--- config.mk ---
export PLATFORM = sky130hd
export DESIGN_NAME = di_arbiter
export DESIGN_NICKNAME = d
export VERILOG_FILES = /design/src/rtl/di_arb_pkg.sv /design/src/rtl/di_arb_fsm.sv /design/src/rtl/di_arbiter.sv
export SDC_FILE = /design/constraint.sdc
export NUM_CORES = 1
export LEC_CHECK = 0
export ABC_CLOCK_PERIOD_IN_PS = 2400
export BUFFER_PORTS_ARGS = -buffer_cell sky130_fd_sc_hd__buf_2
export CAP_MARGIN = 20
export CORE_MARGIN = 2
export CORE_UTILIZATION = 45
export DETAILED_ROUTE_END_ITERATION = 10
export PLACE_DENSITY = 0.83
export SYNTH_ARGS = -nofsm -noshare
export SYNTH_HDL_FRONTEND = slang
export SYNTH_SLANG_ARGS = --single-unit
--- constraint.sdc ---
create_clock -name ifclk -period 2.4 [get_ports ifclk]
set_input_delay 0.24 -clock ifclk [delete_from_list [all_inputs] [get_ports ifclk]]
set_output_delay 0.24 -clock ifclk [all_outputs]
set_load 0.05 [all_outputs]
--- src/rtl/di_arb_pkg.sv ---
// ----------------------------------------------------------------------------
// di_arb_pkg
// Shared definitions for the two-master di register-bus arbiter: arbiter
// state encoding, master count and di bus width.
// ----------------------------------------------------------------------------
package di_arb_pkg;

    localparam int NUM_MASTERS = 2;
    localparam int DI_W        = 16;

    // IDLE arbitrates, OWNn forwards master n, GAP is the dead cycle
    // inserted after every release before the next arbitration.
    typedef enum logic [1:0] {
        ST_IDLE = 2'd0,
        ST_OWN0 = 2'd1,
        ST_OWN1 = 2'd2,
        ST_GAP  = 2'd3
    } arb_state_t;

endpackage

--- src/rtl/di_arb_fsm.sv ---
// ----------------------------------------------------------------------------
// di_arb_fsm
// Ownership state machine for di_arbiter: state register, last-served bit
// and hold counter.
//
// Ports:
//   ifclk         in   clock, rising edge
//   resetb        in   asynchronous active-low reset
//   i_req[1:0]    in   bus requests, bit n = master n
//   o_gnt[1:0]    out  registered one-hot grant (or 0)
//   o_hold_reach  out  high in the cycle whose closing edge brings the hold
//                      counter to HOLD_MAX
// ----------------------------------------------------------------------------
module di_arb_fsm
    import di_arb_pkg::*;
#(
    parameter int HOLD_MAX = 1024,
    parameter int HOLD_W   = 11
) (
    input  logic                   ifclk,
    input  logic                   resetb,
    input  logic [NUM_MASTERS-1:0] i_req,
    output logic [NUM_MASTERS-1:0] o_gnt,
    output logic                   o_hold_reach
);

    localparam logic [HOLD_W-1:0] HOLD_MAX_C = HOLD_W'(HOLD_MAX);
    localparam logic [HOLD_W-1:0] HOLD_ONE   = HOLD_W'(1);

    arb_state_t             r_state;
    logic                   r_last;
    logic [HOLD_W-1:0]      r_cnt;
    logic [NUM_MASTERS-1:0] r_gnt;
    logic                   w_contend;

    // An owner whose own request has dropped leaves for GAP this edge, so
    // "both requesting while owning" is exactly "owner holds, other waits".
    assign w_contend    = ((r_state == ST_OWN0) || (r_state == ST_OWN1)) && (&i_req);
    assign o_hold_reach = w_contend && (r_cnt == (HOLD_MAX_C - HOLD_ONE));
    assign o_gnt        = r_gnt;

    always_ff @(posedge ifclk or negedge resetb) begin
        if (!resetb) begin
            r_state <= ST_IDLE;
            r_last  <= 1'b1;
            r_cnt   <= '0;
            r_gnt   <= '0;
        end else begin
            case (r_state)
                ST_IDLE: begin
                    // On a tie the master not served last wins.
                    if (i_req[0] && (!i_req[1] || r_last)) begin
                        r_state <= ST_OWN0;
                        r_gnt   <= 2'b01;
                        r_cnt   <= '0;
                    end else if (i_req[1]) begin
                        r_state <= ST_OWN1;
                        r_gnt   <= 2'b10;
                        r_cnt   <= '0;
                    end
                end
                ST_OWN0: begin
                    // last is taken on GAP entry; GAP always precedes IDLE,
                    // so arbitration sees the same value.
                    if (!i_req[0]) begin
                        r_state <= ST_GAP;
                        r_gnt   <= '0;
                        r_last  <= 1'b0;
                    end else if (w_contend && (r_cnt != HOLD_MAX_C)) begin
                        r_cnt <= r_cnt + HOLD_ONE;
                    end
                end
                ST_OWN1: begin
                    if (!i_req[1]) begin
                        r_state <= ST_GAP;
                        r_gnt   <= '0;
                        r_last  <= 1'b1;
                    end else if (w_contend && (r_cnt != HOLD_MAX_C)) begin
                        r_cnt <= r_cnt + HOLD_ONE;
                    end
                end
                ST_GAP: begin
                    r_state <= ST_IDLE;
                end
                default: begin
                    r_state <= ST_IDLE;
                    r_gnt   <= '0;
                end
            endcase
        end
    end

endmodule

--- src/rtl/di_arbiter.sv ---
// ----------------------------------------------------------------------------
// di_arbiter
// Two-master arbiter for the di register bus. Master 0 is the FX2 bridge,
// master 1 the on-chip local master. One owner at a time, a dead cycle
// between owners, non-owner strobes dropped and flagged.
//
// Ports:
//   ifclk, resetb                       clock / async active-low reset
//   mN_req                              request, held for the transaction
//   mN_gnt                              registered grant
//   mN_term_addr/reg_addr/reg_datai     master address and write data
//   mN_read, mN_write                   strobes, honoured only when granted
//   mN_read_rdy, mN_write_rdy           slave readies, owner only
//   mN_reg_datao                        slave read data, to both masters
//   di_term_addr/reg_addr/reg_datai     owner's values, held when idle
//   di_read, di_write                   owner's strobes, 0 without owner
//   di_read_rdy, di_write_rdy           slave readies
//   di_reg_datao                        slave read data
//   hold_err                            sticky: owner held past HOLD_MAX
//   ungnt_err[1:0]                      sticky: strobe without grant
// ----------------------------------------------------------------------------
module di_arbiter
    import di_arb_pkg::*;
#(
    parameter int HOLD_MAX = 1024,
    parameter int HOLD_W   = 11
) (
    input  logic                   ifclk,
    input  logic                   resetb,

    input  logic                   m0_req,
    output logic                   m0_gnt,
    input  logic [DI_W-1:0]        m0_term_addr,
    input  logic [DI_W-1:0]        m0_reg_addr,
    input  logic [DI_W-1:0]        m0_reg_datai,
    input  logic                   m0_read,
    input  logic                   m0_write,
    output logic                   m0_read_rdy,
    output logic                   m0_write_rdy,
    output logic [DI_W-1:0]        m0_reg_datao,

    input  logic                   m1_req,
    output logic                   m1_gnt,
    input  logic [DI_W-1:0]        m1_term_addr,
    input  logic [DI_W-1:0]        m1_reg_addr,
    input  logic [DI_W-1:0]        m1_reg_datai,
    input  logic                   m1_read,
    input  logic                   m1_write,
    output logic                   m1_read_rdy,
    output logic                   m1_write_rdy,
    output logic [DI_W-1:0]        m1_reg_datao,

    output logic [DI_W-1:0]        di_term_addr,
    output logic [DI_W-1:0]        di_reg_addr,
    output logic [DI_W-1:0]        di_reg_datai,
    output logic                   di_read,
    output logic                   di_write,
    input  logic                   di_read_rdy,
    input  logic                   di_write_rdy,
    input  logic [DI_W-1:0]        di_reg_datao,

    output logic                   hold_err,
    output logic [NUM_MASTERS-1:0] ungnt_err
);

    logic [NUM_MASTERS-1:0] w_gnt;
    logic                   w_hold_reach;
    logic [DI_W-1:0]        w_term_addr;
    logic [DI_W-1:0]        w_reg_addr;
    logic [DI_W-1:0]        w_reg_datai;
    logic [NUM_MASTERS-1:0] w_strobe;

    logic [DI_W-1:0]        r_hold_term_addr;
    logic [DI_W-1:0]        r_hold_reg_addr;
    logic [DI_W-1:0]        r_hold_reg_datai;
    logic                   r_hold_err;
    logic [NUM_MASTERS-1:0] r_ungnt_err;

    di_arb_fsm #(
        .HOLD_MAX (HOLD_MAX),
        .HOLD_W   (HOLD_W)
    ) u_fsm (
        .ifclk        (ifclk),
        .resetb       (resetb),
        .i_req        ({m1_req, m0_req}),
        .o_gnt        (w_gnt),
        .o_hold_reach (w_hold_reach)
    );

    assign m0_gnt = w_gnt[0];
    assign m1_gnt = w_gnt[1];

    // Owner's address/data pass straight through; with no owner the bus
    // shows the values from the last owned cycle.
    always_comb begin
        w_term_addr = r_hold_term_addr;
        w_reg_addr  = r_hold_reg_addr;
        w_reg_datai = r_hold_reg_datai;
        if (w_gnt[0]) begin
            w_term_addr = m0_term_addr;
            w_reg_addr  = m0_reg_addr;
            w_reg_datai = m0_reg_datai;
        end else if (w_gnt[1]) begin
            w_term_addr = m1_term_addr;
            w_reg_addr  = m1_reg_addr;
            w_reg_datai = m1_reg_datai;
        end
    end

    always_ff @(posedge ifclk or negedge resetb) begin
        if (!resetb) begin
            r_hold_term_addr <= '0;
            r_hold_reg_addr  <= '0;
            r_hold_reg_datai <= '0;
        end else if (|w_gnt) begin
            r_hold_term_addr <= w_term_addr;
            r_hold_reg_addr  <= w_reg_addr;
            r_hold_reg_datai <= w_reg_datai;
        end
    end

    assign di_term_addr = w_term_addr;
    assign di_reg_addr  = w_reg_addr;
    assign di_reg_datai = w_reg_datai;

    assign di_read  = (w_gnt[0] & m0_read)  | (w_gnt[1] & m1_read);
    assign di_write = (w_gnt[0] & m0_write) | (w_gnt[1] & m1_write);

    assign m0_read_rdy  = w_gnt[0] & di_read_rdy;
    assign m0_write_rdy = w_gnt[0] & di_write_rdy;
    assign m1_read_rdy  = w_gnt[1] & di_read_rdy;
    assign m1_write_rdy = w_gnt[1] & di_write_rdy;

    assign m0_reg_datao = di_reg_datao;
    assign m1_reg_datao = di_reg_datao;

    assign w_strobe = {m1_read | m1_write, m0_read | m0_write};

    always_ff @(posedge ifclk or negedge resetb) begin
        if (!resetb) begin
            r_hold_err  <= 1'b0;
            r_ungnt_err <= '0;
        end else begin
            if (w_hold_reach) begin
                r_hold_err <= 1'b1;
            end
            r_ungnt_err <= r_ungnt_err | (w_strobe & ~w_gnt);
        end
    end

    assign hold_err  = r_hold_err;
    assign ungnt_err = r_ungnt_err;

endmodule

* Word-level counts from Yosys, hierarchy flattened
Index checks and enable logic that the tools add are counted.
Operators by class: add/sub/neg operators 1, eq/ne operators 10, multiplexer cells 23, bitwise logic cells 15, reductions and logical operators 16
Operators with widths (number):
- 2-to-1 mux 16 bit | 6
- 2-to-1 mux 11 bit | 5
- one-hot mux 11 bit (3 select lines) | 1
- 2-to-1 mux 2 bit | 6
- adder 11 x 1 -> 11 bit (second input constant) | 1
- equality test 11 x 10 -> 1 bit (second input constant) | 1
- != test 11 bit (second input constant) | 1
- AND 1 bit | 8
- != test 2 bit (second input constant) | 4
- one-hot mux 2 bit (4 select lines) | 1
- AND reduction 4 bit | 2
- one-hot mux 2 bit (3 select lines) | 1
- AND reduction 3 bit | 2
- equality test 2 bit (second input constant) | 2
- logical AND 1 bit | 4
- OR 1 bit | 4
- != test 3 x 2 -> 1 bit (second input constant) | 1
- nonzero test 3 bit | 1
- AND 2 bit | 1
- equality test 2 x 1 -> 1 bit (second input constant) | 1
- logical NOT 2 bit | 1
- logical OR 1 bit | 2
- 2-to-1 mux 1 bit | 2
- NOT 2 bit | 1
- other kinds (6) | 6
Word-level totals: bits in registers 67, input bits 122, output and inout bits 91, logic and storage cells 74

* Depth between registers and ports, before layout
Gate-level depths: netlist (run 1).
depth in word-level cells 7, mapped depth 8, gate-level depth less buffers 6

* By module
From an unflattened synthesis (run 1), not the netlist that was laid out.
Unflattened totals: cell total of the unflattened synthesis 409, area total of the unflattened synthesis 3968.8 um2
By module, submodules not included:
- di_arbiter | instances 1, cells an instance 308, area each 2919.0 um2, sequential area each 1276.2 um2
- di_arb_fsm | instances 1, cells an instance 101, area each 1049.8 um2, sequential area each 401.6 um2

* Worst setup path after synthesis (run 1)
OpenSTA, ideal clock, no wires.
path kind flip-flop to output port, start point register u_fsm.r_gnt[1] (netlist: u_fsm.o_gnt[1]), end point output di_reg_addr[0], arrival 2378 ps, required time 2160 ps, setup slack -218 ps, cell stages (with the launch flop) 5, buffers on the path 2, cell sequence dfrtp_1 -> buf_2 -> buf_2 -> mux2i_1 -> o21ai_0
Between the ends: cells in the longest elaborated chain, start to end 2
Ends and longest elaborated chain:
- start, declared | RTL line di_arb_fsm.sv:33 | logic [NUM_MASTERS-1:0] r_gnt;
- start signal, assigned | RTL line di_arb_fsm.sv:47 | r_gnt <= '0;
- start signal, assigned | RTL line di_arb_fsm.sv:54 | r_gnt <= 2'b01;
- start signal, assigned | RTL line di_arb_fsm.sv:58 | r_gnt <= 2'b10;
- 2-to-1 mux 16 bit | RTL line di_arbiter.sv:103 | end else if (w_gnt[1]) begin
- 2-to-1 mux 16 bit | RTL line di_arbiter.sv:99 | if (w_gnt[0]) begin
- end, declared | RTL line di_arbiter.sv:54 | output logic [DI_W-1:0] di_reg_addr,
Every way passes these cells.

* Worst setup path in the final report (run 1)
start point register u_fsm.r_gnt[1] (netlist: u_fsm.o_gnt[1]), end point output di_reg_addr[15]
Same word-level chain as after synthesis.

==> results of run 1 <==
==> registers in the layout, summed over array words and instances, names as in the netlist <==
name and flops:
r_hold_reg_datai 16, ungnt_err 2, u_fsm.o_gnt 2, u_fsm.r_state 2
hold_err 1, r_hold_reg_addr 16, r_hold_term_addr 16, u_fsm.r_last 1
u_fsm.r_cnt 11
==> worst paths after layout <==
kind	from	to	slack [ns]	cells after the start
worst min register to register	hold_err$_DFFE_PN0P_	hold_err$_DFFE_PN0P_	0.46	1
min in group asynchronous	resetb	hold_err$_DFFE_PN0P_	0.43	2
worst max register to register	u_fsm.r_state[1]$_DFFE_PN0P_	u_fsm.r_cnt[4]$_DFFE_PN0P_	0.28	6
worst max-delay path	u_fsm.o_gnt[1]$_DFFE_PN0P_	di_reg_addr[15]	0.19	4
worst min-delay path	m0_reg_datai[11]	r_hold_reg_datai[11]$_DFFE_PN0P_	0.13	3
max in group asynchronous	resetb	u_fsm.o_gnt[0]$_DFFE_PN0P_	1.33	3
==> per-layer routing <==
| layer | share of wire [%] | global-route usage, % |
|---|---|---|
| met3 | 7.4 | 5.49 |
| met4 | 1.5 | 5.63 |
| met5 | 0 | 0 |
| met2 | 49 | 32.6 |
| met1 | 42 | 24.6 |
==> cell type report <==
class,count,area [um^2]
Fill cell,694,3440
Multi-Input combinational cell,285,1800
Sequential cell,67,1680
Timing Repair Buffer,171,926
Clock inverter,6,138
Tap cell,105,131
Clock buffer,10,128
Inverter,5,18.8
==> per-stage QoR <==
stage	util [%]	instances
after floorplan	-	417
after global placement	55.0	632
after detailed placement	55.0	632
after CTS	58.3	649
after global routing	58.4	649
final	58.4	649
==> kinds of logic after synthesis <==
| kind of cell | share of synthesized area, % |
|---|---|
| AOI/OAI and AO/OA | 19.3 |
| adders and majority gates | 2.26 |
| buffers and inverters | 10.3 |
| DFF | 43.4 |
| muxes | 14.1 |
| and+or+nand+nor | 10.7 |
==> power breakdown <==
| group | switching (mW) | total [mW] | leakage [nW] | internal [mW] |
|---|---|---|---|---|
| clock network | 0.440 | 1.24 | 0.131 | 0.800 |
| logic | 3.56 | 4.95 | 1.38 | 1.40 |
| registers | 0.291 | 1.90 | 0.818 | 1.61 |
==> Yosys cell counts, drive strengths merged, types with 3 or more instances <==
master  count  area (um^2)
a41oi       4         35.0
ha          7         87.6
nand3       5         25.0
a21oi       9         45.0
and2        4         25.0
inv         5         18.8
o21ai     101          505
mux2i      51          510
buf        43          314
nor2       11         41.3
dfrtp      66         1650
clkbuf     17         63.8
a31oi      11         75.1
mux2        3         33.8
nand2      57          214
==> timing repair <==
item | in CTS | in global routing
gates resized for setup | 0 | 1
endpoints found under the hold margin | 24 | 0
setup buffers | 0 | 0
hold buffers | 1 | 0
endpoints found under the setup margin | 0 | 10
==> worst min-delay path, delay by kind of cell <==
| family | cells | cell delay [ns] |
|---|---|---|
| compound gates | 1 | 0.06 |
| simple gates | 1 | 0.05 |
| buf+inv | 1 | 0.08 |
==> impl_metrics.env, run 1 <==
export IMPL_p_leak_nw=2.33
export IMPL_ios=213
export IMPL_critPathBufInv=2
export IMPL_numPortBuffers=164
export IMPL_finalHoldViolCount=0
export IMPL_core_mm2=0.00826
export IMPL_die_x_um=96.7
export IMPL_ant_nets=0
export IMPL_cp_start_kind="flop"
export IMPL_place_hpwl_mm=7.09
export IMPL_async_reset_ff_share_pct=100
export IMPL_crit_path_cell_trace="buf_4 > mux2i_1 > o21ai_0 > buf_2"
export IMPL_synth_cell_type_count=38
export IMPL_grt_pass1_vias=3170
export IMPL_synth_edff_count=0
export IMPL_track_usage_pct=19.5
export IMPL_crit_type="flop to primary output"
export IMPL_syn_area_per_cell_um2=9.27
export IMPL_routedWlPerCell_um=14.3
export IMPL_grt_pass1_wl_mm=15.0
export IMPL_maxSlewViolCount=0
export IMPL_htree_levels=3
export IMPL_cts_buffer_depth=2
export IMPL_synth_seq_cells=67
export IMPL_diodes=0
export IMPL_max_freq_ghz=0.453
export IMPL_layout_min_cycle_time_ns=2.21
export IMPL_crit_arrival_ns=1.97
export IMPL_power_density_mw_per_mm2=1680
export IMPL_crit_family="flip-flops"
export IMPL_cts_inserted_buffers=9
export IMPL_wl_mm=9.28
export IMPL_final_period_utilization_pct=91.9
export IMPL_setup_violations=0
export IMPL_max_stage_delay_ns=0.64
export IMPL_vias_per_cell=5.24
export IMPL_run_status="finished clean"
export IMPL_seq_area_frac_synth_pct=43.4
export IMPL_fin_area_mm2=0.00482
export IMPL_clock_sinks=67
export IMPL_syn_to_final_growth_pct=24.7
export IMPL_die_area_mm2=0.00935
export IMPL_grt_overflow=0
export IMPL_final_common_cell="buf_2"
export IMPL_initial_utilization_pct=46.8
export IMPL_cp_max_fo=20
export IMPL_setup_tns_ns=0
export IMPL_synth_ff_type="dfrtp_1"
export IMPL_clkTransAtPathRegs_ns=0.08
export IMPL_num_vias=3399
export IMPL_dpl_worst_slack_ns=0.00767
export IMPL_final_nets=668
export IMPL_cp_data_required_time_ns=2.16
export IMPL_drv_cap=0
export IMPL_power_mw=8.10
export IMPL_layout_common_cells="buf_2, dfrtp_1, nand2_1"
export IMPL_drtIter0Drc=179
export IMPL_insertion_delay_ns=0.34
export IMPL_hold_path_class="input port to flop"
export IMPL_vdd_ir_drop_max_mv=0.811
export IMPL_slowest_stage="dfrtp_2"
export IMPL_grt_max_degree=55
export IMPL_ys_warn_count=0
export IMPL_final_layout_size_suffix_gt1_share_pct=35.8
export IMPL_timing_hold_ws_ns=0.126
export IMPL_post_dp_cell_area_mm2=0.00454
export IMPL_rows=33
export IMPL_die_h_um=96.7
export IMPL_rsz0062_at_grt="no"
export IMPL_finClkSkew_ns=0.00929
export IMPL_drc_errors=0
export IMPL_setup_ws_ns=0.195
export IMPL_tightest_slew_ns=0.598
export IMPL_netlist_area_mm2=0.00387
export IMPL_gp_congestion=0.947
export IMPL_tritoncts="done"
export IMPL_synthCells=417
export IMPL_endpoint_kind="primary output"
export IMPL_dr_pass1_iters=5
export IMPL_grt_antenna_before_repair=0
export IMPL_synth_fp_nets=546
export IMPL_cts_root_buf="clkbuf_8"
export IMPL_slew_headroom_pct=60.1
Power figures use the tool's default switching activity.
==> run 2, diff against run 1 <==
- BUFFER_PORTS_ARGS: -buffer_cell sky130_fd_sc_hd__buf_2 -> unset
- CORE_UTILIZATION: 45 -> 50
- DONT_BUFFER_PORTS: unset -> 1
- PLACE_DENSITY: 0.83 -> 0.67
==> run 2 against run 1 <==
Wire length fell by 9.5%. Sequential cell count did not move. Clock power down 19%. Global-route usage up 0.42 points. Critical path depth is 1 lower. Critical path type unchanged. Highest routed layer unchanged.
==> impl_metrics.env, run 2 (synthesis results as in run 1) <==
export IMPL_initial_utilization_pct=50.8
export IMPL_diodes=0
export IMPL_place_hpwl_mm=6.08
export IMPL_syn_to_final_growth_pct=11.3
export IMPL_layout_min_cycle_time_ns=2.23
export IMPL_final_period_utilization_pct=92.9
export IMPL_grt_pass1_vias=2750
export IMPL_max_freq_ghz=0.448
export IMPL_post_dp_cell_area_mm2=0.00405
export IMPL_r2r_start="u_fsm.r_state[0]$_DFFE_PN0P_"
export IMPL_endpoint="di_reg_addr[0]"
export IMPL_wl_mm=8.40
export IMPL_maxSlewViolCount=0
export IMPL_p_sw_mw=4.25
export IMPL_final_nets=554
export IMPL_insertion_delay_ns=0.33
export IMPL_rsz0062_at_grt="no"
export IMPL_cp_data_required_time_ns=2.16
export IMPL_reg_top3="r_hold_reg_addr (16), r_hold_reg_datai (16), r_hold_term_addr (16)"
export IMPL_vdd_ir_drop_max_mv=0.863
export IMPL_post_cts_setup_buffers=0
export IMPL_grt_antenna_before_repair=0
export IMPL_setup_tns_ns=0
export IMPL_crit_path_start="u_fsm.o_gnt[1]$_DFFE_PN0P_"
export IMPL_crit_type="flop to primary output"
export IMPL_pwr_share_clk_pct=12.4
export IMPL_p_sw_share_pct=52.5
export IMPL_routedWlPerCell_um=15.8
export IMPL_drc_errors=0
export IMPL_r2r_end="u_fsm.r_cnt[9]$_DFFE_PN0P_"
export IMPL_dpl_worst_slack_ns=0.113
export IMPL_clock_sinks=67
export IMPL_dr_pass1_iters=4
export IMPL_setup_violations=0
export IMPL_layout_common_cells="dfrtp_1, nand2_1, buf_4"
export IMPL_vias_per_cell=5.53
export IMPL_internal_power_mw=3.84
export IMPL_crit_arrival_ns=1.99
export IMPL_power_mw=8.08
export IMPL_die_x_um=92.0
export IMPL_run_status="finished clean"
export IMPL_cts_root_buf="clkbuf_8"
export IMPL_ant_nets=0
export IMPL_utilization_pct=56.6
export IMPL_cp_start_kind="flop"
export IMPL_finalHoldViolCount=0
export IMPL_track_usage_pct=19.9
export IMPL_tightest_slew_ns=0.874
export IMPL_cts_inserted_buffers=9
export IMPL_fillers=701
export IMPL_setup_ws_ns=0.170
export IMPL_p_seq_share_pct=25.2
export IMPL_num_vias=2944
export IMPL_power_density_mw_per_mm2=1880
export IMPL_fin_area_mm2=0.00430
export IMPL_final_common_cell="dfrtp_1"
export IMPL_die_h_um=92.0
export IMPL_grt_max_degree=68
export IMPL_final_layout_size_suffix_gt1_share_pct=18.4
export IMPL_p_leak_nw=1.88
export IMPL_tritoncts="done"
export IMPL_endpoint_kind="primary output"
export IMPL_drtIter0Drc=111
export IMPL_numPortBuffers=0
export IMPL_slew_headroom_pct=41.7
export IMPL_p_comb_share_pct=62.4
export IMPL_die_area_mm2=0.00845
export IMPL_reg2reg_depth=7
export IMPL_ios=213
export IMPL_hold_path_class="input port to flop"
export IMPL_clkTransAtPathRegs_ns=0.08
export IMPL_cp_max_fo=55
export IMPL_cts_buffer_depth=2
export IMPL_grt_overflow=0
export IMPL_grt_pass1_wl_mm=13.4
export IMPL_core_mm2=0.00761
export IMPL_rrSetupSlack_ns=0.33
export IMPL_finClkSkew_ns=0.0119
export IMPL_htree_levels=3
export IMPL_gp_congestion=0.821
export IMPL_drv_cap=0
export IMPL_rows=32
-- run 2: cell count changes in the layout (fill, tap and decap cells not counted), sizes merged --
cell and change:
clkinvlp +1, clkbuf +2, bufinv -2, clkinv -1
buf -114
-- run 2: how the worst min path moves through the flow --
stage / depth (start not counted) / start / endpoint / slack (ns)
after floorplan: 0 / resetb / hold_err$_DFFE_PN0P_ / -0.06
after global placement: 0 / resetb / r_hold_reg_datai[2]$_DFFE_PN0P_ / -0.05
after detailed placement: 0 / resetb / r_hold_reg_datai[2]$_DFFE_PN0P_ / -0.05
after CTS: 2 / m0_reg_addr[11] / r_hold_reg_addr[11]$_DFFE_PN0P_ / 0.03
after global routing: 2 / m0_reg_addr[7] / r_hold_reg_addr[7]$_DFFE_PN0P_ / 0.04
final: 2 / m0_reg_datai[2] / r_hold_reg_datai[2]$_DFFE_PN0P_ / 0.05
-- run 2: area by class of cell --
class	instances	area (um^2)	area share [%]
tap	102	128	2.97
timing repair buffer	57	463	10.8
sequential	67	1690	39.2
inverter	5	18.8	0.436
clock inverter	4	76.3	1.77
multi-input combinational	285	1800	41.8
clock buffer	12	135	3.14
-- run 2: what timing repair did --
item	4_1_cts	5_1_grt
hold buffers	2	0
hold endpoints to repair	67	0
endpoints found under the setup margin	0	8
gates resized for setup	0	1
-- run 2: worst max-delay path, cell delays in order (launching register included) --
cell	delay, ns
dfrtp_4	0.99
mux2i_1	0.22
o21ai_1	0.19
buf_4	0.22
-- run 2: stage by stage --
stage	hold slack, ns	cells
after floorplan	-0.0556	417
after global placement	-0.0537	514
after detailed placement	-0.0531	514
after CTS	0.0323	532
after global routing	0.0392	532
final	0.0492	532
-- run 2: metal layers --
layer | share of wire (%) | routed length [um] | up-vias | track usage (%)
met3 | 6.1 | 509 | 16 | 4.60
met2 | 48 | 4020 | 94 | 31.2
met5 | 0 | 0 | - | 0
met4 | 2.1 | 176 | 0 | 9.45
met1 | 44 | 3690 | 1373 | 26.1
li1 | - | - | 1461 | -
-- run 2: power groups by stage --
stage,Clock [mW],Sequential (mW),Combinational (mW)
after floorplan,0,1.79,4.15
after global placement,0,2.04,4.95
after detailed placement,0,2.07,5.02
after CTS,1.04,2.04,5.06
after global routing,1.08,2.10,5.40
final,1.00,2.04,5.04
